--- config.mk ---
export PLATFORM = sky130hd
export DESIGN_NAME = mem_access_unit
export DESIGN_NICKNAME = d
export VERILOG_FILES = /design/src/rtl/mem_access_unit.sv
export SDC_FILE = /design/constraint.sdc
export NUM_CORES = 1
export LEC_CHECK = 0
export BUFFER_PORTS_ARGS = -buffer_cell sky130_fd_sc_hd__clkbuf_2
export CAP_MARGIN = 20
export CORE_MARGIN = 10
export CORE_UTILIZATION = 40
export CTS_BUF_LIST = sky130_fd_sc_hd__clkbuf_2
export DETAILED_ROUTE_END_ITERATION = 8
export GPL_TIMING_DRIVEN = 0
export PLACE_DENSITY_LB_ADDON = 0.15
export SYNTH_ARGS = -nofsm -noshare
export SYNTH_HDL_FRONTEND = slang
export SYNTH_SLANG_ARGS = --single-unit
export TNS_END_PERCENT = 50
--- constraint.sdc ---
create_clock -name clk -period 2.1 [get_ports clk]
set_input_delay 0.105 -clock clk [delete_from_list [all_inputs] [get_ports clk]]
set_output_delay 0.105 -clock clk [all_outputs]
set_load 0.005 [all_outputs]
--- src/rtl/mem_access_unit.sv ---
`default_nettype none
//==============================================================================
// Module   : mem_access_unit
// Brief    : MEM pipeline stage. Runs loads/stores on a req/addr_ok/data_ok bus,
//            extracts load data and registers write-back fields for MEM->WB.
//            Optional macro MEM_MISALIGN_EXC_EN: misaligned-access exception
//            (exc_o/badvaddr_o) instead of forced address alignment.
// Revision : 1.0 - initial release
//==============================================================================
module mem_access_unit #(
    parameter int ADDR_W = 32,
    parameter int DATA_W = 32
) (
    input  logic              clk,
    input  logic              rst,
    input  logic              ex_valid_i,
    input  logic [4:0]        ex_waddr_i,
    input  logic [DATA_W-1:0] ex_wdata_i,
    input  logic              ex_we_i,
    input  logic [3:0]        ex_memop_i,
    input  logic [ADDR_W-1:0] ex_addr_i,
    input  logic [DATA_W-1:0] ex_sdata_i,
    output logic              stall_o,
    output logic              data_req_o,
    output logic              data_wr_o,
    output logic [1:0]        data_size_o,
    output logic [ADDR_W-1:0] data_addr_o,
    output logic [3:0]        data_wstrb_o,
    output logic [DATA_W-1:0] data_wdata_o,
    input  logic              data_addr_ok_i,
    input  logic              data_data_ok_i,
    input  logic [DATA_W-1:0] data_rdata_i,
    output logic              wb_valid_o,
    output logic [4:0]        wb_waddr_o,
    output logic [DATA_W-1:0] wb_wdata_o,
    output logic              wb_we_o
`ifdef MEM_MISALIGN_EXC_EN
    ,
    output logic              exc_o,
    output logic [ADDR_W-1:0] badvaddr_o
`endif
);

    localparam logic [3:0] c_OP_LB  = 4'd1;
    localparam logic [3:0] c_OP_LBU = 4'd2;
    localparam logic [3:0] c_OP_LH  = 4'd3;
    localparam logic [3:0] c_OP_LHU = 4'd4;
    localparam logic [3:0] c_OP_LW  = 4'd5;
    localparam logic [3:0] c_OP_SB  = 4'd6;
    localparam logic [3:0] c_OP_SH  = 4'd7;
    localparam logic [3:0] c_OP_SW  = 4'd8;

    localparam logic [1:0] c_SIZE_B = 2'd0;
    localparam logic [1:0] c_SIZE_H = 2'd1;
    localparam logic [1:0] c_SIZE_W = 2'd2;

    typedef enum logic [1:0] {
        S_IDLE = 2'd0,
        S_REQ  = 2'd1,
        S_WAIT = 2'd2
    } state_t;

    state_t r_state;
    state_t w_state_nx;

    logic              w_is_load;
    logic              w_is_store;
    logic              w_is_mem;
    logic [1:0]        w_size;
    logic [ADDR_W-1:0] w_req_addr;
    logic [3:0]        w_wstrb;
    logic [DATA_W-1:0] w_wdata;
    logic              w_accept;
    logic              w_exc;
    logic              w_start_req;
    logic              w_imm_valid;
    logic              w_done;

    logic              r_wr;
    logic [1:0]        r_size;
    logic [ADDR_W-1:0] r_addr;
    logic [3:0]        r_wstrb;
    logic [DATA_W-1:0] r_req_wdata;
    logic [3:0]        r_memop;
    logic              r_we;
    logic [4:0]        r_waddr;

    logic [7:0]        w_byte;
    logic [15:0]       w_half;
    logic [DATA_W-1:0] w_load_data;
    logic [DATA_W-1:0] w_cmp_wdata;
    logic              w_cmp_we;
    logic [DATA_W-1:0] w_imm_wdata;
    logic              w_imm_we;

    logic              r_pend_valid;
    logic [4:0]        r_pend_waddr;
    logic [DATA_W-1:0] r_pend_wdata;
    logic              r_pend_we;
`ifdef MEM_MISALIGN_EXC_EN
    logic              r_pend_exc;
    logic [ADDR_W-1:0] r_pend_badvaddr;
    logic              w_misalign;
`endif

    // Memory-op decode; unknown encodings behave as NONE.
    always_comb begin
        w_is_load  = 1'b0;
        w_is_store = 1'b0;
        w_size     = c_SIZE_B;
        case (ex_memop_i)
            c_OP_LB, c_OP_LBU: begin w_is_load  = 1'b1; w_size = c_SIZE_B; end
            c_OP_LH, c_OP_LHU: begin w_is_load  = 1'b1; w_size = c_SIZE_H; end
            c_OP_LW:           begin w_is_load  = 1'b1; w_size = c_SIZE_W; end
            c_OP_SB:           begin w_is_store = 1'b1; w_size = c_SIZE_B; end
            c_OP_SH:           begin w_is_store = 1'b1; w_size = c_SIZE_H; end
            c_OP_SW:           begin w_is_store = 1'b1; w_size = c_SIZE_W; end
            default: ;
        endcase
    end

    assign w_is_mem = w_is_load | w_is_store;

`ifdef MEM_MISALIGN_EXC_EN
    assign w_misalign = ((w_size == c_SIZE_H) && ex_addr_i[0]) ||
                        ((w_size == c_SIZE_W) && (ex_addr_i[1:0] != 2'b00));
    assign w_exc      = w_accept && w_is_mem && w_misalign;
    // Misaligned accesses never reach the bus, so no alignment is applied.
    assign w_req_addr = ex_addr_i;
`else
    assign w_exc = 1'b0;
    always_comb begin
        w_req_addr = ex_addr_i;
        if (w_size == c_SIZE_H) begin
            w_req_addr[0] = 1'b0;
        end else if (w_size == c_SIZE_W) begin
            w_req_addr[1:0] = 2'b00;
        end
    end
`endif

    always_comb begin
        w_wstrb = 4'b0000;
        w_wdata = '0;
        if (w_is_store) begin
            case (w_size)
                c_SIZE_B: begin
                    w_wstrb = 4'b0001 << w_req_addr[1:0];
                    w_wdata = {4{ex_sdata_i[7:0]}};
                end
                c_SIZE_H: begin
                    w_wstrb = w_req_addr[1] ? 4'b1100 : 4'b0011;
                    w_wdata = {2{ex_sdata_i[15:0]}};
                end
                default: begin
                    w_wstrb = 4'b1111;
                    w_wdata = ex_sdata_i;
                end
            endcase
        end
    end

    // Completion cycle releases the stall so the next op can enter back-to-back.
    assign stall_o     = (r_state == S_REQ) || ((r_state == S_WAIT) && !data_data_ok_i);
    assign w_accept    = ex_valid_i && !stall_o;
    assign w_start_req = w_accept && w_is_mem && !w_exc;
    assign w_imm_valid = w_accept && !w_start_req;
    assign w_done      = ((r_state == S_REQ) && data_addr_ok_i && data_data_ok_i) ||
                         ((r_state == S_WAIT) && data_data_ok_i);

    always_ff @(posedge clk) begin
        if (rst) begin
            r_state <= S_IDLE;
        end else begin
            r_state <= w_state_nx;
        end
    end

    always_comb begin
        w_state_nx = r_state;
        case (r_state)
            S_IDLE: begin
                if (w_start_req) w_state_nx = S_REQ;
            end
            S_REQ: begin
                if (data_addr_ok_i) w_state_nx = data_data_ok_i ? S_IDLE : S_WAIT;
            end
            S_WAIT: begin
                if (data_data_ok_i) w_state_nx = w_start_req ? S_REQ : S_IDLE;
            end
            default: w_state_nx = S_IDLE;
        endcase
    end

    // Captured request; only reloaded when a new access starts, so it is stable until addr_ok.
    always_ff @(posedge clk) begin
        if (rst) begin
            r_wr        <= 1'b0;
            r_size      <= 2'd0;
            r_addr      <= '0;
            r_wstrb     <= 4'b0000;
            r_req_wdata <= '0;
            r_memop     <= 4'd0;
            r_we        <= 1'b0;
            r_waddr     <= 5'd0;
        end else if (w_start_req) begin
            r_wr        <= w_is_store;
            r_size      <= w_size;
            r_addr      <= w_req_addr;
            r_wstrb     <= w_wstrb;
            r_req_wdata <= w_wdata;
            r_memop     <= ex_memop_i;
            r_we        <= ex_we_i;
            r_waddr     <= ex_waddr_i;
        end
    end

    assign data_req_o   = (r_state == S_REQ);
    assign data_wr_o    = r_wr;
    assign data_size_o  = r_size;
    assign data_addr_o  = r_addr;
    assign data_wstrb_o = r_wstrb;
    assign data_wdata_o = r_req_wdata;

    always_comb begin
        case (r_addr[1:0])
            2'd0:    w_byte = data_rdata_i[7:0];
            2'd1:    w_byte = data_rdata_i[15:8];
            2'd2:    w_byte = data_rdata_i[23:16];
            default: w_byte = data_rdata_i[31:24];
        endcase
        w_half = r_addr[1] ? data_rdata_i[31:16] : data_rdata_i[15:0];
        case (r_memop)
            c_OP_LB:  w_load_data = {{24{w_byte[7]}}, w_byte};
            c_OP_LBU: w_load_data = {24'd0, w_byte};
            c_OP_LH:  w_load_data = {{16{w_half[15]}}, w_half};
            c_OP_LHU: w_load_data = {16'd0, w_half};
            default:  w_load_data = data_rdata_i;
        endcase
    end

    assign w_cmp_wdata = r_wr ? '0 : w_load_data;
    assign w_cmp_we    = r_wr ? 1'b0 : r_we;
    assign w_imm_wdata = w_exc ? '0 : ex_wdata_i;
    assign w_imm_we    = w_exc ? 1'b0 : ex_we_i;

    // A completing access owns the next WB slot; an op accepted alongside it (or behind a
    // pending one) is parked one cycle in the pending slot to keep program order.
    always_ff @(posedge clk) begin
        if (rst) begin
            wb_valid_o      <= 1'b0;
            wb_waddr_o      <= 5'd0;
            wb_wdata_o      <= '0;
            wb_we_o         <= 1'b0;
            r_pend_valid    <= 1'b0;
            r_pend_waddr    <= 5'd0;
            r_pend_wdata    <= '0;
            r_pend_we       <= 1'b0;
`ifdef MEM_MISALIGN_EXC_EN
            exc_o           <= 1'b0;
            badvaddr_o      <= '0;
            r_pend_exc      <= 1'b0;
            r_pend_badvaddr <= '0;
`endif
        end else begin
            wb_valid_o <= 1'b0;
`ifdef MEM_MISALIGN_EXC_EN
            exc_o      <= 1'b0;
`endif
            if (w_done) begin
                wb_valid_o <= 1'b1;
                wb_waddr_o <= r_waddr;
                wb_wdata_o <= w_cmp_wdata;
                wb_we_o    <= w_cmp_we;
            end else if (r_pend_valid) begin
                wb_valid_o <= 1'b1;
                wb_waddr_o <= r_pend_waddr;
                wb_wdata_o <= r_pend_wdata;
                wb_we_o    <= r_pend_we;
`ifdef MEM_MISALIGN_EXC_EN
                exc_o      <= r_pend_exc;
                if (r_pend_exc) badvaddr_o <= r_pend_badvaddr;
`endif
            end else if (w_imm_valid) begin
                wb_valid_o <= 1'b1;
                wb_waddr_o <= ex_waddr_i;
                wb_wdata_o <= w_imm_wdata;
                wb_we_o    <= w_imm_we;
`ifdef MEM_MISALIGN_EXC_EN
                exc_o      <= w_exc;
                if (w_exc) badvaddr_o <= ex_addr_i;
`endif
            end

            if (w_done || r_pend_valid) begin
                r_pend_valid    <= w_imm_valid;
                r_pend_waddr    <= ex_waddr_i;
                r_pend_wdata    <= w_imm_wdata;
                r_pend_we       <= w_imm_we;
`ifdef MEM_MISALIGN_EXC_EN
                r_pend_exc      <= w_exc;
                r_pend_badvaddr <= ex_addr_i;
`endif
            end else begin
                r_pend_valid <= 1'b0;
            end
        end
    end

endmodule
`default_nettype wire

After elaboration in Yosys (flattened, before gate mapping):

Cells that the tools add are included.

* output and inout bits: 112
* bits in registers: 161

* reductions and logical operators: 23
* multiplexer cells: 34
* shifts and indexed selects: 1
* bitwise gates (word level): 2
* equality and inequality tests: 21

Operators with widths (number)
* $mux W32: 5
* $pmux W32 S4: 1
* $pmux W32 S2: 1
* $pmux W8 S3: 1
* $eq A4 B3 Y1 const B: 5
* $eq A4 B2 Y1 const B: 4
* $mux W16: 1
* $mux W5: 3
* $mux W1: 12
* $mux W2: 5
* $eq A4 B1 Y1 const B: 2
* $mux W4: 2
* $pmux W4 S2: 1
* $logic_and A1 B1 Y1: 7
* $eq A2 B1 Y1 const B: 3
* $eq A2 B2 Y1 const B: 3
* $logic_not A2 Y1: 3
* $pmux W2 S3: 1
* $reduce_or A3 Y1: 2
* $reduce_or A5 Y1: 1
* $eq A4 B4 Y1 const B: 1
* $ne A2 B2 Y1 const B: 2
* $pmux W2 S2: 1
* $reduce_or A2 Y1: 2
* other kinds (8): 12

Longest topological paths before layout:

Gate-level depths: netlist (run 1).

* word-level depth: 11
* depth in mapped cells: 8

Worst setup path before layout (run 1):

No wires, ideal clock.

* kind: register to register
* start point: reg r_memop[3]
* end point: reg wb_wdata_o[10]
* setup slack: 0.379 ns
* period minus slack after synthesis: 1.721 ns
* path buffers: 3
* data arrival time: 1.641 ns
* cell stages (with the launch flop): 9
* cells stage by stage: dfxtp_1 > buf_6 > or2_1 > buf_6 > o2bb2ai_4 > buf_6 > o21ai_1 > or3_1 > a211oi_2

* longest elaborated chain between the ends: 4
* elaborated cells between the ends (all ways): 7

Ends and longest elaborated chain
* from (decl): line 84 `logic [3:0] r_memop;`
* from (signal assigned): line 212 `r_memop <= ex_memop_i;`
* $eq A4 B3 Y1, or another cell as far along: line 233 `case (r_memop)`
* $pmux W32 S4 *: line 233
* $mux W32 *: line 242 `assign w_cmp_wdata = r_wr ? '0 : w_load_data;`
* $mux W32 *: line 270 `if (w_done) begin`
* to (signal assigned): line 273 `wb_wdata_o <= w_cmp_wdata;`
* to (signal assigned): line 278 `wb_wdata_o <= r_pend_wdata;`
* to (signal assigned): line 287 `wb_wdata_o <= w_imm_wdata;`
* to (decl): line 35 `output logic [DATA_W-1:0] wb_wdata_o,`

Every way passes the cells marked *; elsewhere a longest branch is shown, timed or not.
A chain may end at the register's enable or synchronous reset.

Final worst setup path (run 1):

* start point: in ex_memop_i[0]
* end point: reg r_req_wdata[15], in the netlist data_wdata_o[15]

* longest elaborated chain between the ends: 6
* elaborated cells between the ends (all ways): 21

Ends and longest elaborated chain
* from (decl): line 20 `input logic [3:0] ex_memop_i,`
* $eq A4 B3 Y1, or another cell as far along: line 111 `case (ex_memop_i)`
* $reduce_or A3 Y1 (no source line) or $reduce_or A2 Y1 (tied branches)
* $pmux W2 S2: line 111
* $eq A2 B1 Y1 or $logic_not A2 Y1 (tied branches): line 146 `case (w_size)`
* $pmux W32 S2: line 146
* $mux W32: line 145 `if (w_is_store) begin`
* to (signal assigned): line 211 `r_req_wdata <= w_wdata;`
* to (decl): line 83 `logic [DATA_W-1:0] r_req_wdata;`

Several ways; a longest one is shown, not always the timed one.

==> reports/qor.yml, run 1 <==
status: "complete, no violations"
vias: 8315
hold_end: "data_addr_o[19]"
drt_iter0_drc: 425
worstPathCellList: "dlygate4sd3_1 > buf_2 > or3b_1 > a21o_1 > nand2_4 > buf_4 > mux2i_1 > dlygate4sd3_1 > o2bb2ai_1"
mostFrequentLayoutCells: "274 x clkbuf_2, 160 x dlygate4sd3_1, 157 x dfxtp_1"
cp_slowest_cell: "dlygate4sd3_1"
arrival_ns: 2.70
gp_congestion: 0.916
async_reset_ff_share_pct: 0
ctsLongestPathBuffers: 2
gr-usage-all-layers_pct: 23.3
max_cap_violations: 0
synthFlopType: "dfxtp_1"
cts_buffers: 17
hold_depth: 4
synth_cell_type_count: 62
ioPinCount: 255
first_global_vias: 8508
rows: 50
via_per_inst: 5.23
period_minus_slack_ns: 2.02
critical_path_class: "primary input to flip-flop"
critPathTopFamily: "buffers and inverters"
synth_mux_area_share_pct: 10.1
worstSetupEndpointType: "flip-flop"
rsz0062_at_grt: "false"
synth-edff-count: 0
rr_worst_depth: 8
fin_cells: 1589
nets: 1457
finalMaxSlewViolations: 0
worstReg2RegEnd: "wb_wdata_o[6]"
die_area_um2: 25300
synth_cells: 882
antenna_found_initial: 2
hp-class: "primary input to flip-flop"
final-setup-viol-count: 0
path_clk_slew_ns: 0.30
final_common_cell: "clkbuf_2"
critPathLaunchType: "primary input"
die_x_um: 159
synth_top_family_by_area: "compound AO/OA/AOI/OAI gates"
port_buffers: 250
min_from: "ex_addr_i[19]"
cts-root-buf: "clkbuf_2"
wl_per_cell_um: 19.2
finalHoldViolCount: 0
area_growth_syn_to_layout_pct: 45.6
dp.cells: 1392
cts_tree: "yes"
min_period_over_period_pct: 96.3
fmax_ghz: 0.494
netlist.top_cell.by_area: "dfxtp_1"
grt_max_degree: 19
drt_wl_total_um: 30500
leakagePower_nw: 4.83
core_area_um2: 18900
syn_area_um2: 7750
skew_ns: 0.0539
synthesis.nets: 1025
p_per_area_nw_per_um2: 594
synth_fa_ha_area_share_pct: 0
synth_area_per_cell_um2: 8.79
grt_pass1_wl_um: 48200
synth-warning-count: 0
yosys_register_bits: 161
r2r_start: "r_memop[3]"
first_pass_iters: 7
grt_overflow_total: 0
ant_nets: 0
ys_top_cells_by_area: "dfxtp_1 42%, mux2i_1 8.7%, nand2_1 5.4%"
slew_headroom_pct: 50.3
path_buf_inv: 4
synth_compound_area_share_pct: 25.0
slowest_delay_ns: 0.58
crit_required_ns: 2.78
drc_errors: 0
whs_ns: 0.0753
hpwl_um: 22000
start_util_pct: 41.0
clock_sinks: 161
tightest_slew_ns: 0.746
reg2reg_slack_ns: 0.10
htree_levels: 4
synth-xor-area-share_pct: 0.113
seq_area_frac_synth_pct: 41.6
irDropWorstVdd_v: 0.000415
clock_latency_ns: 0.77
path_max_fanout: 10
die_h_um: 159
path_common_cell: "dlygate4sd3_1"
synth_top_cell_area_share_pct: 41.6
synth-simple-area-share_pct: 17.5
drive_above_1_share_pct: 28.9
where the power goes:
| group | internal (mW) | switching [mW] |
|---|---|---|
| Combinational | 0.715 | 0.793 |
| Sequential | 3.22 | 0.0944 |
| Clock | 0.518 | 1.36 |
| Total | 4.46 | 2.25 |
cell usage after synthesis, types with 3 or more instances:
library cell / number
o21ai_1: 15
buf_6: 6
nor2b_1: 3
o311ai_0: 15
nor2_1: 106
mux2i_1: 67
buf_2: 30
nand2b_1: 39
a211oi_1: 17
a21oi_1: 83
o21ai_0: 9
or3_1: 7
o221a_1: 8
o221ai_1: 8
clkbuf_1: 35
o211ai_1: 21
a211oi_2: 16
nand2_1: 112
buf_4: 9
a22oi_1: 17
inv_1: 5
o2bb2ai_1: 12
o311ai_1: 17
dfxtp_1: 161
mux2_2: 5
nor3_1: 3
mux2_1: 5
nor3b_1: 3
logic make-up after synthesis:
logic type	Yosys count
simple gates	296
compound gates	259
flops	161
buf+inv	88
mux	77
xor+xnor	1
layout make-up:
cell class / instances / area, µm²
Fill cell: 1698 / 7600
Multi-Input combinational cell: 633 / 4130
Sequential cell: 161 / 3230
Timing Repair Buffer: 413 / 2880
Buffer: 82 / 437
Tap cell: 260 / 325
Clock inverter: 15 / 185
Clock buffer: 17 / 85.1
Inverter: 6 / 22.5
Antenna cell: 2 / 5.00
routing by layer:
metal	GRT usage (%)	vias up	wire (µm)	part of all wire [%]
li1	-	4046	-	-
met3	7.75	24	2520	8.3
met1	27.9	3929	12800	42
met4	4.84	0	340	1.1
met2	39.9	316	14800	49
met5	0	-	0	0
per-stage QoR:
stage / power (mW) / worst slack [ns] / setup TNS, ns / util (%) / instance area (µm²)
final: 6.71 / 0.0769 / 0 / 59.8 / 11300
after global routing: 7.04 / 0.0195 / 0 / 59.8 / 11300
after CTS: 6.72 / 0.00876 / 0 / 59.4 / 11200
after detailed placement: 4.60 / -0.114 / -0.433 / 49.4 / 9330
after global placement: 4.59 / -0.142 / -0.516 / 49.4 / 9330
after floorplan: 4.06 / 0.379 / 0 / - / 7750
worst register-to-register path: cells and delay by family, from the launching register on:
| family | cells | cell delay [ns] |
|---|---|---|
| AO/OA/AOI/OAI | 3 | 0.70 |
| AND/OR/NAND/NOR | 1 | 0.21 |
| flip-flops | 1 | 0.37 |
| buffers and inverters | 4 | 0.69 |
sequential cells by signal (all words and copies together) (netlist names), 5 cells and up:
register	count
data_addr_o	32
r_waddr	5
wb_waddr_o	5
r_pend_wdata	32
data_wdata_o	32
wb_wdata_o	32
r_pend_waddr	5
worst max path at each step:
stage / startpoint / endpoint / slack, ns / cells after the start
3_3_place_gp: r_state[1] / wb_wdata_o[15] / -0.14 / 6
6_report: ex_memop_i[0] / data_wdata_o[15] / 0.08 / 9
5_1_grt: r_state[1] / r_pend_waddr[3] / 0.02 / 7
3_5_place_dp: r_state[1] / wb_wdata_o[15] / -0.11 / 6
2_1_floorplan: r_memop[3] / wb_wdata_o[10] / 0.38 / 8
4_1_cts: r_state[1] / wb_wdata_o[29] / 0.009 / 6
what timing repair did:
| action | CTS | global route |
|---|---|---|
| hold buffers | 160 | 0 |
| setup endpoints to repair | 23 | 45 |
| buffers inserted | 0 | 3 |
| resized for setup | 4 | 21 |
| endpoints found under the hold margin | 157 | 0 |
| pin swaps | 0 | 2 |
No activity file was read; power rests on OpenSTA's default activity.
==> run 2, diff against run 1 <==
--- a/config.mk
+++ b/config.mk
@@ -8,7 +8,7 @@
 export BUFFER_PORTS_ARGS = -buffer_cell sky130_fd_sc_hd__clkbuf_2
 export CAP_MARGIN = 20
 export CORE_MARGIN = 10
-export CORE_UTILIZATION = 40
+export CORE_UTILIZATION = 50
 export CTS_BUF_LIST = sky130_fd_sc_hd__clkbuf_2
 export DETAILED_ROUTE_END_ITERATION = 8
 export GPL_TIMING_DRIVEN = 0
==> run 2 against run 1 <==
  * Die area is 18% lower
  * Via count is 2.3% higher
  * Wire length is 0.12% lower
  * Setup slack worse by 0.0031 ns
  * First-iteration DRC count is 40% higher
  * Critical path type is now flip-flop to flip-flop
  * Non-clock buffer count is 14 lower
==> reports/qor.yml, run 2 (same netlist as run 1, synthesis figures left out) <==
irDropWorstVdd_v: 0.000449
core_area_um2: 15200
crit_required_ns: 2.74
wl_per_cell_um: 20.3
drc_errors: 0
dp.cells: 1320
hold_depth: 4
gr-usage-all-layers_pct: 28.9
worstSetupEndpointType: "flip-flop"
mostFrequentLayoutCells: "275 x clkbuf_2, 159 x dfxtp_1, 149 x dlygate4sd3_1"
clock_latency_ns: 0.78
nets: 1443
rsz0062_at_grt: "true"
p_per_area_nw_per_um2: 600
min_from: "ex_addr_i[7]"
post-place-ws_ns: -0.0676
critPathLaunchType: "flip-flop"
drive_above_1_share_pct: 28.9
start_util_pct: 51.0
leakagePower_nw: 4.76
path_clk_slew_ns: 0.25
rr_worst_depth: 8
clock_sinks: 161
fin_area_um2: 11100
ctsLongestPathBuffers: 2
fmax_ghz: 0.494
path_max_fanout: 10
r2r_start: "r_memop[3]"
finalHoldViolCount: 0
area_growth_syn_to_layout_pct: 42.8
min_period_over_period_pct: 96.5
cts_tree: "yes"
tightest_slew_ns: 0.694
slew_headroom_pct: 53.7
skew_ns: 0.0414
grt_overflow_total: 0
status: "complete, no violations"
cts_buffers: 17
worst_slack_ns: 0.0738
ant_nets: 0
hpwl_um: 21200
final_common_cell: "clkbuf_2"
drt_iter0_drc: 596
gp_congestion: 0.937
via_per_inst: 5.66
hp-class: "primary input to flip-flop"
vias: 8509
antenna_found_initial: 3
final-setup-viol-count: 0
grt_max_degree: 17
htree_levels: 4
critical_path_class: "flip-flop to flip-flop"
arrival_ns: 2.67
finalMaxSlewViolations: 0
die_h_um: 145
worstReg2RegEnd: "wb_wdata_o[3]"
placed_cell_area_um2: 9240
reg2reg_slack_ns: 0.07
die_x_um: 145
grt_pass1_wl_um: 47400
die_area_um2: 20900
drt_wl_total_um: 30500
fin_cells: 1504
setup_tns_ns: 0
hold_end: "data_addr_o[7]"
first_pass_iters: 8
ioPinCount: 255
cts-root-buf: "clkbuf_2"
port_buffers: 250
rows: 45
period_minus_slack_ns: 2.03
first_global_vias: 8558
max_cap_violations: 0
final_util_pct: 72.8
## run 2: cell types whose count changed in the layout (fill, tap and decap cells not counted), moves of 2 or more
cell	before	now
buf_2	30	28
buf_4	12	8
clkbuf_4	1	3
clkinv_8	3	1
clkinvlp_4	0	3
dfxtp_1	157	159
dfxtp_2	4	2
dlygate4sd3_1	160	149
inv_8	4	1
## run 2: per-layer routing
| metal | track usage (%) | vias up | routed length, µm |
|---|---|---|---|
| met5 | 0 | - | 0 |
| met4 | 11.2 | 0 | 942 |
| met3 | 10.0 | 68 | 3030 |
| met2 | 47.7 | 448 | 14500 |
| met1 | 33.6 | 3968 | 12000 |
| li1 | - | 4025 | - |
## run 2: area by class of cell
cell class | instances | area [µm²]
repair buffers | 400 | 2750
well taps | 188 | 235
fillers | 1156 | 4130
multi-input cells | 633 | 4130
diodes | 3 | 7.51
inverters | 6 | 22.5
flip-flops and latches | 161 | 3230
clock buffers | 17 | 85.1
clock inverters | 15 | 176
plain buffers | 81 | 439
## run 2: worst max-delay path: stages, from the launching register on
cell       delay (ns)
dfxtp_1          0.36
buf_6            0.13
or2_1            0.21
buf_6            0.15
o2bb2ai_4        0.21
clkbuf_2         0.24
o21ai_0          0.13
o221ai_1         0.37
a211oi_1         0.13
## run 2: through the flow
step                      total power [mW]  hold WS, ns
final                                 6.64       0.0657
after global routing                  6.92       0.0156
after floorplan                       4.06        0.183
after global placement                4.57        0.328
after detailed placement              4.59        0.334
after CTS                             6.61       0.0146
## run 2: how the worst max path moves through the flow
stage | slack, ns | to | start
2_1_floorplan | 0.38 | wb_wdata_o[10] | r_memop[3]
3_3_place_gp | -0.03 | wb_wdata_o[15] | r_state[1]
3_5_place_dp | -0.07 | wb_wdata_o[19] | r_state[1]
4_1_cts | 0.02 | wb_wdata_o[5] | r_state[1]
5_1_grt | -0.009 | r_pend_wdata[15] | r_state[1]
6_report | 0.07 | wb_wdata_o[3] | r_memop[3]
## run 2: where the power goes
part	internal (mW)	switching, mW	total, mW	leakage (nW)
Combinational	0.699	0.795	1.49	3.30
Clock	0.580	1.25	1.83	0.146
Sequential	3.22	0.0973	3.32	1.31
## run 2: repair_timing
| action | 4_1_cts | 5_1_grt |
|---|---|---|
| setup buffers | 0 | 1 |
| resized for setup | 4 | 23 |
| hold endpoints to repair | 158 | 0 |
| hold buffers | 149 | 0 |
| setup endpoints to repair | 10 | 49 |
| pin swaps | 0 | 1 |
